[src/rtl/vga_color_sequencer_pkg.sv]
// Shared definitions for the frame-synchronous colour sequencer and the VGA datapath.
package vga_color_sequencer_pkg;

    // Default palette geometry
    localparam int unsigned ChannelBits  = 4;
    localparam int unsigned ChannelCount = 4;
    localparam int unsigned PaletteDepth = 4;
    localparam int unsigned AddrBits     = 2;
    localparam int unsigned DwellBits    = 8;

    // Colour word as seen by vga_gpu.color
    localparam int unsigned ColorBits = ChannelCount * ChannelBits;

    typedef logic [ColorBits-1:0] palette_entry_t;

    // 640x480@60 timing, identical to the values handed to vga_gpu
    localparam int unsigned HVisible = 640;
    localparam int unsigned HFront   = 16;
    localparam int unsigned HSync    = 96;
    localparam int unsigned HBack    = 48;
    localparam int unsigned VVisible = 480;
    localparam int unsigned VFront   = 10;
    localparam int unsigned VSync    = 2;
    localparam int unsigned VBack    = 33;

    // Commit state: idle, or armed waiting for the next frame tick
    typedef enum logic [0:0] {
        StIdle,
        StArmed
    } seq_state_e;

    // Last dwell count value before advancing; a dwell of 0 behaves like 1
    function automatic int unsigned dwell_limit(input int unsigned dwell);
        return (dwell == 0) ? 0 : dwell - 1;
    endfunction

endpackage

[src/rtl/vga_color_sequencer_if.sv]
// Shadow-palette write port and commit control of the colour sequencer.
interface vga_color_sequencer_if #(
    parameter int unsigned ADDR_BITS = 2,
    parameter int unsigned DATA_BITS = 16
);

    logic                 wr_valid;
    logic                 wr_ready;
    logic [ADDR_BITS-1:0] wr_addr;
    logic [DATA_BITS-1:0] wr_data;
    logic                 commit;
    logic                 commit_pending;

    // Host side: issues writes and commit pulses
    modport master (
        output wr_valid,
        output wr_addr,
        output wr_data,
        output commit,
        input  wr_ready,
        input  commit_pending
    );

    // Sequencer side: accepts writes and reports commit status
    modport slave (
        input  wr_valid,
        input  wr_addr,
        input  wr_data,
        input  commit,
        output wr_ready,
        output commit_pending
    );

endinterface

[src/rtl/vga_color_sequencer_frame_tick.sv]
// Rising-edge detector on v_sync; reusable by any frame-synchronous block.
module vga_frame_tick (
    input  logic clk,
    input  logic resetn,
    input  logic v_sync,
    output logic tick,
    output logic frame_tick
);

    logic vs_q;

    // Combinational tick: high in the first cycle v_sync is seen high
    assign tick = v_sync & ~vs_q;

    // Previous v_sync sample and the registered one-cycle frame pulse
    always_ff @(posedge clk or negedge resetn) begin
        if (!resetn) begin
            vs_q       <= 1'b0;
            frame_tick <= 1'b0;
        end else begin
            vs_q       <= v_sync;
            frame_tick <= tick;
        end
    end

endmodule

[src/rtl/vga_color_sequencer.sv]
// Double-buffered palette sequencer feeding vga_gpu.color. All visible changes happen on the
// frame tick so a frame never tears; commits copy the shadow palette at that same boundary.
module vga_color_sequencer
    import vga_color_sequencer_pkg::*;
#(
    parameter int unsigned CHANNEL_BITS  = 4,
    parameter int unsigned CHANNEL_COUNT = 4,
    parameter int unsigned PALETTE_DEPTH = 4,
    parameter int unsigned ADDR_BITS     = 2,
    parameter int unsigned DWELL_BITS    = 8
) (
    input  logic                                  clk,
    input  logic                                  resetn,
    input  logic                                  v_sync,
    input  logic                                  enable,
    input  logic [DWELL_BITS-1:0]                 dwell,
    input  logic [ADDR_BITS-1:0]                  last_idx,
    vga_color_sequencer_if.slave                  host,
    output logic [CHANNEL_COUNT*CHANNEL_BITS-1:0] color,
    output logic [ADDR_BITS-1:0]                  index,
    output logic                                  frame_tick
);

    localparam int unsigned ColorW = CHANNEL_COUNT * CHANNEL_BITS;

    logic                  tick;
    logic                  wr_fire;
    logic                  apply;
    seq_state_e            state_q;
    logic [ColorW-1:0]     shadow_q [PALETTE_DEPTH];
    logic [ColorW-1:0]     active_q [PALETTE_DEPTH];
    logic [ADDR_BITS-1:0]  index_q;
    logic [ADDR_BITS-1:0]  index_d;
    logic [DWELL_BITS-1:0] dwell_cnt_q;
    logic [DWELL_BITS-1:0] dwell_cnt_d;
    logic [ColorW-1:0]     color_q;

    vga_frame_tick u_frame_tick (
        .clk        (clk),
        .resetn     (resetn),
        .v_sync     (v_sync),
        .tick       (tick),
        .frame_tick (frame_tick)
    );

    // Writes are refused while a commit is armed so the committed snapshot stays intact
    assign host.wr_ready       = (state_q == StIdle);
    assign host.commit_pending = (state_q == StArmed);
    assign wr_fire             = host.wr_valid & host.wr_ready;
    assign apply               = tick & (state_q == StArmed);

    // Commit FSM: a commit arms, the next frame tick applies and disarms
    always_ff @(posedge clk or negedge resetn) begin
        if (!resetn) begin
            state_q <= StIdle;
        end else begin
            unique case (state_q)
                StIdle:  if (host.commit) state_q <= StArmed;
                StArmed: if (tick)        state_q <= StIdle;
                default:                  state_q <= StIdle;
            endcase
        end
    end

    // Shadow palette: accepts handshaken writes; out-of-range addresses are dropped
    always_ff @(posedge clk or negedge resetn) begin
        if (!resetn) begin
            for (int i = 0; i < PALETTE_DEPTH; i++) begin
                shadow_q[i] <= '0;
            end
        end else if (wr_fire && (32'(host.wr_addr) < PALETTE_DEPTH)) begin
            shadow_q[host.wr_addr] <= host.wr_data;
        end
    end

    // Active palette: whole-palette copy from the shadow at the applying tick
    always_ff @(posedge clk or negedge resetn) begin
        if (!resetn) begin
            for (int i = 0; i < PALETTE_DEPTH; i++) begin
                active_q[i] <= '0;
            end
        end else if (apply) begin
            for (int i = 0; i < PALETTE_DEPTH; i++) begin
                active_q[i] <= shadow_q[i];
            end
        end
    end

    // Next index and dwell count, used only on a tick; >= keeps a shrunk dwell from wrapping
    always_comb begin
        index_d     = index_q;
        dwell_cnt_d = dwell_cnt_q;
        if (enable) begin
            if (32'(dwell_cnt_q) >= dwell_limit(32'(dwell))) begin
                dwell_cnt_d = '0;
                index_d     = (index_q >= last_idx) ? '0 : index_q + 1'b1;
            end else begin
                dwell_cnt_d = dwell_cnt_q + 1'b1;
            end
        end
    end

    // Sequencer state and colour; colour reads the post-commit palette at the new index
    always_ff @(posedge clk or negedge resetn) begin
        if (!resetn) begin
            index_q     <= '0;
            dwell_cnt_q <= '0;
            color_q     <= '0;
        end else if (tick) begin
            index_q     <= index_d;
            dwell_cnt_q <= dwell_cnt_d;
            color_q     <= apply ? shadow_q[index_d] : active_q[index_d];
        end
    end

    assign color = color_q;
    assign index = index_q;

endmodule
[src/flat_wrapper.sv]
// flat-port wrapper written by rule: the top's interface ports become plain ports
module vga_color_sequencer_flat import vga_color_sequencer_pkg::*;
#(
    parameter int unsigned CHANNEL_BITS  = 4,
    parameter int unsigned CHANNEL_COUNT = 4,
    parameter int unsigned PALETTE_DEPTH = 4,
    parameter int unsigned ADDR_BITS     = 2,
    parameter int unsigned DWELL_BITS    = 8
)
  (clk, resetn, v_sync, enable, dwell, last_idx, color, index, frame_tick, host_wr_valid, host_wr_addr, host_wr_data, host_commit, host_wr_ready, host_commit_pending);
  vga_color_sequencer_if #(.ADDR_BITS(ADDR_BITS)) host_i ();
  input  logic clk;
  input  logic resetn;
  input  logic v_sync;
  input  logic enable;
  input  logic [DWELL_BITS-1:0] dwell;
  input  logic [ADDR_BITS-1:0] last_idx;
  output logic [CHANNEL_COUNT*CHANNEL_BITS-1:0] color;
  output logic [ADDR_BITS-1:0] index;
  output logic frame_tick;
  input wire logic [$bits(host_i.wr_valid)-1:0] host_wr_valid;
  input wire logic [$bits(host_i.wr_addr)-1:0] host_wr_addr;
  input wire logic [$bits(host_i.wr_data)-1:0] host_wr_data;
  input wire logic [$bits(host_i.commit)-1:0] host_commit;
  output wire logic [$bits(host_i.wr_ready)-1:0] host_wr_ready;
  output wire logic [$bits(host_i.commit_pending)-1:0] host_commit_pending;
  assign host_i.wr_valid = host_wr_valid;
  assign host_i.wr_addr = host_wr_addr;
  assign host_i.wr_data = host_wr_data;
  assign host_i.commit = host_commit;
  assign host_wr_ready = host_i.wr_ready;
  assign host_commit_pending = host_i.commit_pending;
  vga_color_sequencer #(.CHANNEL_BITS(CHANNEL_BITS), .CHANNEL_COUNT(CHANNEL_COUNT), .PALETTE_DEPTH(PALETTE_DEPTH), .ADDR_BITS(ADDR_BITS), .DWELL_BITS(DWELL_BITS)) u_core (.clk(clk), .resetn(resetn), .v_sync(v_sync), .enable(enable), .dwell(dwell), .last_idx(last_idx), .host(host_i), .color(color), .index(index), .frame_tick(frame_tick));
endmodule
[config.mk]
export PLATFORM = sky130hd
export DESIGN_NAME = vga_color_sequencer_flat
export DESIGN_NICKNAME = d
export VERILOG_FILES = /design/src/rtl/vga_color_sequencer_pkg.sv /design/src/rtl/vga_color_sequencer_if.sv /design/src/rtl/vga_color_sequencer_frame_tick.sv /design/src/rtl/vga_color_sequencer.sv /design/src/flat_wrapper.sv
export SDC_FILE = /design/constraint.sdc
export NUM_CORES = 1
export LEC_CHECK = 0
export BUFFER_PORTS_ARGS = -buffer_cell sky130_fd_sc_hd__buf_4
export CAP_MARGIN = 10
export CORE_MARGIN = 2
export CORE_UTILIZATION = 57
export DETAILED_ROUTE_END_ITERATION = 16
export GPL_TIMING_DRIVEN = 1
export PLACE_DENSITY_LB_ADDON = 0.2
export SYNTH_ARGS = -nofsm -noshare
export SYNTH_HDL_FRONTEND = slang
export SYNTH_SLANG_ARGS = --single-unit
[constraint.sdc]
create_clock -name clk -period 6.9 [get_ports clk]
set_input_delay 1.035 -clock clk [delete_from_list [all_inputs] [get_ports clk]]
set_output_delay 1.035 -clock clk [all_outputs]
set_load 0.01 [all_outputs]
==> results.cfg, run 1 <==
[outcome]
outcome = finished, final reports clean

[sta]
fin_setup_tns_ns = 0
fin_worst_skew_ns = 0.00671
worst_pin_slew_ns = 1.06
final-hold-violation-count = 0
maxSlewViolCount = 0
setup_viol = 0
fin_crit_sh_pct = 70.2
whs_ns = 0.471
maxSlewHeadroom_pct = 29.5
fmax_mhz = 207
period_needed_ns = 4.84
rsz0062_at_grt = no

[yosys]
ys_ff_latch = 157
synth_top_area_share_pct = 50.8
async_flop_share_pct = 100
netlist_area_um2 = 7730
synth.area.top_cells = dfrtp_1, nand2_1, mux2_2, o21ai_0, mux2i_1
syn_nets = 848
synth_cells = 802
yosysWarnings = 0
synthTopCellsByCount = nand2_1, dfrtp_1, mux2_2
yosysUniqueCellTypes = 58
synth_area_leader_cell = dfrtp_1
yosysSeqAreaShare_pct = 50.8
synth_most_common_cell = nand2_1
synth_edf_count = 0
synth_flop_cell = dfrtp_1
avgSynthCellArea_um2 = 9.64

[route]
vias_per_cell = 6.13
num_vias = 6304
first_pass_iters = 8
drt-wirelength-per-cell_um = 19.5
antenna_left = 0
drc = 0
wirelength_um = 20100
dr.first_iter.drc_count = 633

[finish]
diodes = 0
multiInputGateArea_um2 = 3590
ff_latch_area_um2 = 3930
area_growth_pct = 14.9
num-fill-cells = 1071
nNetsFinal = 888
drive_above_1_share_pct = 19.0

[clocking]
insertion_delay_ns = 0.42
cts_hold_buf = 0
cts-htree-levels = 4
tritoncts = built
clkTransAtPathRegs_ns = 0.06
cts_buffers = 17
cts-resized-gates = 0
cts_sinks = 157
clockRootBuffer = clkbuf_16
clock_path_buffers = 2
post-cts-setup-buffers = 0

[power]
ir_drop_v = 0.000248
cellLeakagePower_nw = 4.27
power_mw = 3.33
seq_power_share_pct = 43.5
p_sw_share_pct = 33.3
clockPowerShare_pct = 27.8
switching_power_mw = 1.11
p_comb_share_pct = 28.6
p_int_mw = 2.22
power_density_nw_per_um2 = 375

[min_path]
hold_class = register to register

[global_route]
gr-total-overflow = 0
grt_max_degree = 84
antenna_found_initial = 0
track_usage_pct = 29.2
grt_pass1_vias = 6243
grt_pass1_wl_um = 32500

[run]
maxCapViolations = 0

[critical_path]
crit_path_max_fanout = 12
r2r_setup_slack_ns = 2.28
required_ns = 7.21
start_kind = primary input
r2r_end = u_core.color[8]$_DFFE_PN0P_
reg2reg_from = u_core.index[0]$_DFFE_PN0P_
cp-end-kind = register
reg2reg_depth = 10
arrival_ns = 5.15
path_class = primary input to register
cp-startpoint = dwell[2]
crit_end = u_core.color[8]$_DFFE_PN0P_

[placement]
hpwl_um = 12400
port_buffers = 54
gp_congestion = 0.873

[floorplanning]
fp.coreArea_um2 = 13200
num_rows = 42
die_y_um = 120
initial_core_util_pct = 58.4
die-area_um2 = 14500
die_w_um = 120
ioPinCount = 55
-- how the worst min path moves through the flow --
stage / from / to / slack, ns / cells after the start
final: u_core.active_q[37]$_DFFE_PN0P_ / u_core.active_q[37]$_DFFE_PN0P_ / 0.47 / 2
after floorplan: u_core.active_q[32]$_DFFE_PN0P_ / u_core.active_q[32]$_DFFE_PN0P_ / 0.45 / 2
after detailed placement: u_core.active_q[37]$_DFFE_PN0P_ / u_core.active_q[37]$_DFFE_PN0P_ / 0.46 / 2
after global placement: u_core.active_q[40]$_DFFE_PN0P_ / u_core.active_q[40]$_DFFE_PN0P_ / 0.46 / 2
after global routing: u_core.active_q[60]$_DFFE_PN0P_ / u_core.active_q[60]$_DFFE_PN0P_ / 0.50 / 2
after CTS: u_core.active_q[37]$_DFFE_PN0P_ / u_core.active_q[37]$_DFFE_PN0P_ / 0.48 / 2
-- critical path, stage by stage --
cell and delay, ns:
buf_4 0.12, or3_1 0.41, nor3_1 0.27, nor3b_1 0.28
mux2i_1 0.22, ha_1 0.27, nand4_1 0.10, o211ai_1 0.15
nand3b_1 0.13, o311a_1 0.56, or2_1 0.60, buf_4 0.34
mux2_1 0.34, a221o_1 0.31
-- placed cells by master (no fill, tap or decap), drive strengths merged, types with 3 or more instances in the layout --
cell type and n:
a22oi 9, or2 3, dfrtp 157, nor3 3, o21ai 42, and3 5, nor2b 3, a211oi 11
a21oi 33, xnor2 4, xor2 5, and2 4, nor2 35, buf 66, o31ai 13, bufinv 3
mux2 66, nand2b 13, o221ai 9, clkinv 3, nand3 12, a221o 6, ha 12, mux2i 17
inv 20, o311ai 9, clkbuf 24, a21o 6, nand2 237
-- flip-flops by register name (all words and copies together), names as in the netlist --
register,flops
u_core.shadow_q,64
u_core.host.commit_pending,1
u_core.u_frame_tick.frame_tick,1
u_core.color,16
u_core.index,2
u_core.active_q,64
u_core.dwell_cnt_q,8
u_core.u_frame_tick.vs_q,1
-- area by class of cell --
| class | count | area share (%) |
|---|---|---|
| Multi-Input combinational cell | 580 | 40.4 |
| Timing Repair Buffer | 66 | 5.62 |
| Inverter | 20 | 0.845 |
| Clock inverter | 6 | 1.27 |
| Sequential cell | 157 | 44.2 |
| Clock buffer | 24 | 5.20 |
| Tap cell | 176 | 2.48 |
-- per-layer routing --
layer / vias to the layer above / wire length [um] / GRT usage, %
met5: - / 0 / 0
li1: 2843 / - / -
met3: 46 / 1560 / 5.85
met1: 3100 / 8340 / 39.1
met4: 0 / 546 / 11.0
met2: 315 / 9630 / 47.1
-- power by group through the flow --
stage               combinational [mW]  clock (mW)  sequential, mW
floorplan                        0.648           0            1.39
global placement                 0.896           0            1.44
detailed placement               0.939           0            1.45
CTS                              0.947       0.934            1.44
global route                      1.06       0.975            1.48
finish                           0.952       0.926            1.45
-- logic make-up after synthesis --
family / synth area share (%)
and+or+nand+nor: 17.8
DFF: 50.8
AOI/OAI and AO/OA: 13.1
muxes: 11.9
buffers and inverters: 3.42
adders and majority gates: 1.94
xor gates and xnor gates: 1.02
-- through the flow --
step                utilization, %  instance area, um^2  cells  setup WS, ns
floorplan                        -                 7730    802          2.67
global placement              62.7                 8310    999          1.88
detailed placement            62.7                 8310    999          1.71
CTS                           67.1                 8880   1029          2.15
global route                  67.1                 8880   1029          1.87
finish                        67.1                 8880   1029          2.06
Power figures use the tool's default switching activity.
==> run 2, diff against run 1 <==
ABC_AREA = 1   (was default)
clock period = 4.6 ns   (was 6.9 ns; I/O delays follow)
==> run 2 against run 1 <==
Sequential share of layout area rose by 0.40 points. Flip-flop and latch count did not move. Hold slack worse by 0.17 ns. Clock-buffer cell count increased by 1. Area after synthesis hardly changed.
==> results.cfg, run 2 <==
[outcome]
outcome = finished, final reports clean

[yosys]
synth_most_common_cell = nand2_1
synth.area.top_cells = dfrtp_1, nand2_1, nand3_1, o21ai_0, inv_1
synth_flop_cell = dfrtp_1
yosysWarnings = 0
netlist_area_um2 = 7730
synth_cells = 994
ys_ff_latch = 157
synth_edf_count = 0
synth_area_leader_cell = dfrtp_1
synthTopCellsByCount = nand2_1, dfrtp_1, nand3_1
yosysUniqueCellTypes = 28
async_flop_share_pct = 100
synth_top_area_share_pct = 50.8
yosysSeqAreaShare_pct = 50.8
avgSynthCellArea_um2 = 7.77
syn_nets = 1040

[placement]
gp_congestion = 0.823
hpwl_um = 10700
place_area_um2 = 8220
port_buffers = 54
dp_cells = 1185

[global_route]
grt_use_met3_pct = 4.43
grt_pass1_wl_um = 29900
gr-total-overflow = 0
grt_max_degree = 120
use_met2_pct = 40.3
grt_pass1_vias = 6102
grt_use_met1_pct = 38.1
track_usage_pct = 26.3
antenna_found_initial = 0
busiest_layer = met2

[critical_path]
crit_path_max_fanout = 16
arrival_ns = 3.68
start_kind = primary input
cp-end-kind = register
required_ns = 4.90
path_cells = buf_4 -> inv_1 -> ha_1 -> nand2_1 -> nor4_1 -> inv_1 -> nand2_1 -> ha_1 -> a21oi_1 -> o21a_1 -> nand2_4 -> nand3_2 -> nand2_1 -> nand2_1 -> buf_4 -> nand3_1 -> nand3_1 -> nand3_1
path_class = primary input to register
path_common_cell = nand2_1
slowest_delay_ns = 0.50
crit_path_top_delay_cell = nand2_1

[sta]
maxSlewViolCount = 0
final-hold-violation-count = 0
worst_pin_slew_ns = 1.16
fmax_mhz = 296
maxSlewHeadroom_pct = 22.7
rsz0062_at_grt = no
period_needed_ns = 3.38
fin_worst_skew_ns = 0.00535
setup_viol = 0
fin_crit_sh_pct = 73.5
fin_setup_tns_ns = 0

[clocking]
cts_hold_buf = 0
clkTransAtPathRegs_ns = 0.06
insertion_delay_ns = 0.42
clock_path_buffers = 2
clockRootBuffer = clkbuf_16
tritoncts = built
cts_buffers = 17
post-cts-setup-buffers = 0
cts-htree-levels = 4
cts_sinks = 157
cts-resized-gates = 0

[finish]
final_cell_mix = nand2_1, dfrtp_1, nand3_1
fin_util_pct = 66.5
drive_above_1_share_pct = 10.7
stdcell_area_um2 = 8800
diodes = 0
nNetsFinal = 1074
stdcell_count = 1217
final_common_cell = nand2_1
area_growth_pct = 13.9

[floorplanning]
die-area_um2 = 14500
fp.coreArea_um2 = 13200
die_y_um = 120
initial_core_util_pct = 58.4
num_rows = 42
ioPinCount = 55
die_w_um = 120

[power]
cellLeakagePower_nw = 4.48
power_density_nw_per_um2 = 556
ir_drop_v = 0.000271
power_mw = 4.89

[route]
vias_per_cell = 5.32
num_vias = 6477
first_pass_iters = 5
dr.first_iter.drc_count = 671
drt-wirelength-per-cell_um = 14.4
wirelength_um = 17500
drc = 0
antenna_left = 0

[min_path]
hold_class = primary input to async pin

[run]
maxCapViolations = 0
[run 2: cell count changes after synthesis, moves of 11 or more]
cell,change
nand3_1,+130
inv_1,+111
o21ai_0,+91
mux2_2,-58
nand2_1,+58
a21oi_1,-26
mux2i_1,-17
buf_2,+14
nand2b_1,-13
o31ai_1,-13
a211oi_1,-11
[run 2: cell families after synthesis]
group                    after synthesis  synth area share, %
XOR/XNOR                               6                0.680
adder cells (fa/ha/maj)               12                 1.94
buffers and inverters                188                 9.96
AND/OR/NAND/NOR                      491                 27.4
flip-flops                           157                 50.8
AO/OA/AOI/OAI                        140                 9.21
[run 2: worst paths after layout]
kind,start,end,slack (ns),cells after the start
worst max-delay path,dwell[0],u_core.color[2]$_DFFE_PN0P_,1.22,18
worst min-delay path,resetn,u_core.active_q[53]$_DFFE_PN0P_,0.30,1
worst max register to register,u_core.index[0]$_DFFE_PN0P_,u_core.color[2]$_DFFE_PN0P_,1.95,13
worst min register to register,u_core.color[14]$_DFFE_PN0P_,u_core.color[14]$_DFFE_PN0P_,0.48,2
max in group asynchronous,resetn,u_core.active_q[24]$_DFFE_PN0P_,3.18,2
min in group clk,v_sync,u_core.u_frame_tick.vs_q$_DFF_PN0_,0.38,1
[run 2: area by class of cell]
class                           count  area (um^2)
Timing Repair Buffer               69          534
Sequential cell                   157         3930
Tap cell                          176          220
Clock inverter                      7         85.1
Inverter                          134          503
Multi-Input combinational cell    649         3040
Clock buffer                       25          495
Fill cell                        1179         4440
[run 2: critical path: cells and delay by family]
kind | cells | cell delay [ns]
AO/OA/AOI/OAI | 2 | 0.34
buffers and inverters | 4 | 0.62
AND/OR/NAND/NOR | 10 | 1.59
adder cells (fa/ha/maj) | 2 | 0.43
[run 2: where the power goes]
part,internal (mW),total [mW],switching [mW],leakage [nW]
Sequential,1.79,2.03,0.246,2.00
Combinational,0.567,1.48,0.916,2.18
Clock,0.852,1.38,0.524,0.291
Total,3.21,4.89,1.69,4.48
[run 2: routing by layer]
| metal | wire length, um | part of all wire [%] |
|---|---|---|
| met5 | 0 | 0 |
| met1 | 8350 | 48 |
| met3 | 955 | 5.4 |
| met2 | 7930 | 45 |
| met4 | 312 | 1.8 |
[run 2: per-stage QoR]
| stage | setup WS [ns] | hold slack (ns) |
|---|---|---|
| 4_1_cts | 1.19 | 0.337 |
| 5_1_grt | 0.847 | 0.370 |
| 3_3_place_gp | 0.906 | 0.469 |
| 3_5_place_dp | 0.826 | 0.474 |
| 2_1_floorplan | 1.58 | 0.394 |
| 6_report | 1.22 | 0.302 |
